File: config.mk
export PLATFORM = sky130hd
export DESIGN_NAME = key_event_queue
export DESIGN_NICKNAME = d
export VERILOG_FILES = /design/src/rtl/key_event_queue.sv
export SDC_FILE = /design/constraint.sdc
export NUM_CORES = 1
export LEC_CHECK = 0
export BUFFER_PORTS_ARGS = -buffer_cell sky130_fd_sc_hd__clkbuf_2
export CORE_AREA = 2 2 101 103
export CTS_CLUSTER_DIAMETER = 80
export CTS_CLUSTER_SIZE = 24
export DETAILED_ROUTE_END_ITERATION = 6
export DIE_AREA = 0 0 103 105
export PLACE_DENSITY = 0.65
export SLEW_MARGIN = 25
export SYNTH_ARGS = -nofsm -noshare
export SYNTH_HDL_FRONTEND = slang
export SYNTH_SLANG_ARGS = --single-unit
File: constraint.sdc
create_clock -name clk -period 2.8 [get_ports clk]
set_input_delay 0.56 -clock clk [delete_from_list [all_inputs] [get_ports clk]]
set_output_delay 0.56 -clock clk [all_outputs]
set_load 0.01 [all_outputs]
File: src/rtl/key_event_queue.sv
// Key event reader: decodes press/release words from the key device, queues
// 6-bit entries in a FIFO and returns one status-tagged word per CPU read.
module key_event_queue #(
  parameter int DEPTH = 8,
  parameter int AW    = 3
) (
  input  logic        clk,
  input  logic        rst,
  input  logic        kirq,
  input  logic [31:0] kin,
  input  logic        rd,
  input  logic        clr,
  output logic [31:0] out,
  output logic        rvalid,
  output logic        irq,
  output logic        empty,
  output logic        full
);

  localparam logic [AW:0] LEVEL_MAX = AW'(0) + (AW+1)'(DEPTH);

  logic [5:0]    mem [DEPTH];
  logic [AW-1:0] wptr, rptr;
  logic [AW:0]   level, next_level;
  logic [7:0]    drop_cnt;
  logic          err;
  logic [4:0]    last_key;

  logic          hdr_ok, is_press, is_rel, is_event, bad_word;
  logic          lvl_full, lvl_empty;
  logic          push, pop, drop;
  logic [5:0]    entry;

  // Decode. 8'h10 is the release code, so key 16 can never be pressed.
  always_comb begin
    hdr_ok   = (kin[31:24] == 8'd1) && (kin[23:8] == 16'd0);
    is_rel   = hdr_ok && (kin[7:0] == 8'h10);
    is_press = hdr_ok && (kin[7:5] == 3'd0) && (kin[4:0] != 5'd0) && !is_rel;
    is_event = is_press || is_rel;
    bad_word = kirq && !clr && !is_event;
    entry    = is_rel ? {1'b1, last_key} : {1'b0, kin[4:0]};
  end

  // Push/pop arbitration; clr suppresses both strobes.
  always_comb begin
    lvl_full   = (level == LEVEL_MAX);
    lvl_empty  = (level == '0);
    pop        = rd && !clr && !lvl_empty;
    push       = kirq && !clr && is_event && (!lvl_full || rd);
    drop       = kirq && !clr && is_event && lvl_full && !rd;
    next_level = level;
    if (push && !pop)      next_level = level + 1'b1;
    else if (pop && !push) next_level = level - 1'b1;
  end

  // NOTE: storage carries no reset; level/pointers alone define which entries are live.
  always_ff @(posedge clk) begin
    if (push) mem[wptr] <= entry;
  end

  always_ff @(posedge clk or posedge rst) begin
    if (rst) begin
      wptr     <= '0;
      rptr     <= '0;
      level    <= '0;
      drop_cnt <= '0;
      err      <= 1'b0;
      last_key <= '0;
      out      <= '0;
      rvalid   <= 1'b0;
      irq      <= 1'b0;
      empty    <= 1'b1;
      full     <= 1'b0;
    end else if (clr) begin
      wptr     <= '0;
      rptr     <= '0;
      level    <= '0;
      drop_cnt <= '0;
      err      <= 1'b0;
      last_key <= '0;
      rvalid   <= 1'b0;
      irq      <= 1'b0;
      empty    <= 1'b1;
      full     <= 1'b0;
    end else begin
      rvalid <= rd;
      if (rd) begin
        // Read side sees the head before this cycle's push lands.
        if (pop) out <= {8'd2, 8'(level), drop_cnt, err, 1'b0, mem[rptr]};
        else     out <= {8'd0, 8'd0, drop_cnt, err, 1'b0, 6'd0};
      end
      if (push) wptr <= wptr + 1'b1;
      if (pop)  rptr <= rptr + 1'b1;
      level <= next_level;
      empty <= (next_level == '0);
      irq   <= (next_level != '0);
      full  <= (next_level == LEVEL_MAX);
      if (drop && drop_cnt != 8'hFF) drop_cnt <= drop_cnt + 1'b1;
      if (bad_word) err <= 1'b1;
      if (kirq && is_press) last_key <= kin[4:0];
      else if (kirq && is_rel) last_key <= '0;
    end
  end

endmodule

==> impl_metrics.csv <==
group,metric,value,unit
outcome,status,"completed",
power,clkPwrFrac,33.1,%
worst_setup_path,crit_buf_inv,1,
sta,fmax,416.7,MHz
floorplanning,io_pins,73,
power,cellPowerDensity,514.4,nW/µm²
cts,cts_buffers,9,
layout,nets,449,
yosys,yosysWarningCount,0,
floorplanning,initial_core_util,44.67,%
yosys,synth_top_area_share,33.48,%
route,avgRoutedWirePerCell,14.32,µm
route,vias,2720,
floorplanning,num_rows,36,
cts,cts_tree,"done",
cts,clkSlewWorstSetupHoldPaths,100,ps
cts,clk_latency,360,ps
grt,grt_pass1_wl,13160,µm
yosys,yosysUniqueCellTypes,53,
yosys,syn-instance-count,336,
grt,grt_max_degree,28,
grt,gr-total-overflow,0,
worst_setup_path,worst_setup_path_start_kind,"register",
placement,hpwl,5721,µm
placement,io_buffers,60,
sta,tightest_slew,640.2,ps
yosys,synth.largest_area_cell,"edfxtp_1",
cts,post_cts.repair.setup_buffers,0,
worst_setup_path,cp_max_fo,5,
grt,grt_pass1_vias,2688,
yosys,synth_edf_count,48,
route,dr.pass1.iters,4,
power,p_leak,2.066,nW
route,detail_route.vias_per_cell,4.991,
power,total_power,2.549,mW
sta,hold_violations,0,
route,wl,7806,µm
yosys,syn-mean-instance-area,12.81,µm²
cts,root_buffer,"clkbuf_8",
worst_setup_path,cp_data_required_time,3060,ps
worst_setup_path,cp_top_family,"compound AO/OA/AOI/OAI gates",
power,ir_drop,0.2460,mV
layout,syn_to_final_growth,15.08,%
power,p_int,1.917,mW
worst_setup_path,cp_slowest_stage_delay,420,ps
run,maxCapViolations,0,
worst_setup_path,crit_path_end_kind,"register",
sta,fin_worst_skew,12.98,ps
cts,cts_hold_buf,0,
cts,cts.sinks,96,
sta,finalCritPeriodShare,85.71,%
power,swShare,24.78,%
floorplanning,die_x,103,µm
cts,post_cts_resized,0,
sta,finalSetupViolCount,0,
cts,clockBufferDepth,2,
worst_setup_path,critical_path_class,"register to register",
route,drtIter0Drc,93,
placement,place_congestion,0.7609,
floorplanning,fp.coreArea,9639,µm²
worst_hold_path,holdCritPathClass,"input pin to asynchronous set/reset pin",
worst_setup_path,ff2ff_setup_slack,400,ps
layout,drive_above_1_share,29.61,%
route,antenna_left,0,
sta,finalSetupTns,0,ps
yosys,yosysMostFrequentCell,"nand2_1",
grt,antenna_found_initial,0,
route,drc,0,
sta,rsz0062_at_grt,"no",
cts,htreeDepth,3,
sta,fin_crit,2400,ps
worst_setup_path,crit_path_top_delay_cell,"dfrtp_1",
sta,relSlewSlack,57.32,%
yosys,synth.area.top_cells,"edfxtp_1 (33%), dfrtp_1 (27%), mux4_2 (6.3%)",
layout,n_antenna_cell,0,
yosys,synth_commonest_cells,"nand2_1 (58), edfxtp_1 (48), dfrtp_1 (47)",
yosys,ys_seq_elements,96,
worst_setup_path,worstPathArrival,2660,ps
worst_setup_path,path_cells,"inv_1, ha_1, and3b_1, a2111oi_0, nor4b_1, o2bb2ai_1, a21oi_2, o31a_1",
yosys,synthArstFlopShare,50.00,%
sta,whs,177.3,ps
power,net-switching-power,0.6316,mW
grt,grt_usage,15.61,%
yosys,synth_area,4305,µm²
sta,drv_slew,0,
yosys,synth-seq-area-share,61.41,%
power,power_frac_seq,59.4,%
power,pwr-share-comb,7.5,%
floorplanning,die_h,105,µm
floorplanning,die_area,10820,µm²
yosys,ys.flop_type,"edfxtp_1",
-- cell usage in the layout, fill, tap and decap left out, types with 5 or more instances in the layout --
master	n
clkbuf_2	60
nand2_1	58
edfxtp_1	48
dfrtp_1	47
nor2_1	24
buf_4	17
o21ai_0	12
mux4_2	12
mux2i_1	12
conb_1	12
nand3_1	10
clkbuf_8	9
xor2_1	8
a21oi_1	7
ha_1	5
-- layout make-up --
class                   count  area, µm²
clock inverters             7      66.31
repair buffers             77      427.9
clock buffers               9      123.9
flip-flops and latches     96       2644
multi-input cells         216       1500
inverters                   7      26.28
well taps                 133      166.4
fillers                   876       4684
-- sequential cells by signal (all words and copies together), names as in the netlist --
signal	flops
mem	48
out	20
drop_cnt	8
last_key	5
level	4
rptr	3
wptr	3
empty	1
err	1
full	1
irq	1
rvalid	1
-- power by group through the flow --
stage / sequential [mW] / combinational [mW] / clock (mW)
2_1_floorplan: 1.55 / 0.123 / 0
3_3_place_gp: 1.54 / 0.191 / 0
3_5_place_dp: 1.54 / 0.194 / 0
4_1_cts: 1.51 / 0.195 / 0.872
5_1_grt: 1.52 / 0.216 / 0.924
6_report: 1.51 / 0.191 / 0.844
-- per-layer routing --
metal  wire, µm  global-route usage, %
met2       3704                  23.79
met3        193                  2.876
met5          0                      0
met4        119                  5.639
met1       3789                  22.23
-- worst paths after layout --
check                                    start  cells after the start             endpoint
max                         level[0]$_DFF_PP0_                      8        irq$_DFF_PP0_
min                                        rst                      2       full$_DFF_PP0_
max reg2reg                 level[0]$_DFF_PP0_                      8        irq$_DFF_PP0_
min reg2reg                out[18]$_DFFE_PP0P_                      2  out[18]$_DFFE_PP0P_
max in group asynchronous                  rst                      3      empty$_DFF_PP1_
min in group clk                           clr                      2   level[3]$_DFF_PP0_
-- cells by family after synthesis --
group | Yosys count | synth area share [%]
compound gates | 34 | 5.493
xor+xnor | 11 | 2.238
fa+ha+maj | 5 | 1.453
buf+inv | 35 | 4.708
flops | 96 | 61.41
mux | 24 | 9.067
other cells | 1 | 0.08710
simple gates | 130 | 15.55
-- through the flow --
| stage | util (%) | instance area (µm²) | setup slack [ps] | cells |
|---|---|---|---|---|
| final | 51.40 | 4955 | 400.1 | 545 |
| after global routing | 51.40 | 4955 | 202.9 | 545 |
| after detailed placement | 49.43 | 4765 | 193.5 | 529 |
| after CTS | 51.40 | 4955 | 377.5 | 545 |
| after floorplan | - | 4347 | 125.6 | 347 |
| after global placement | 49.43 | 4765 | 245.4 | 529 |
Power figures use the tool's default switching activity.
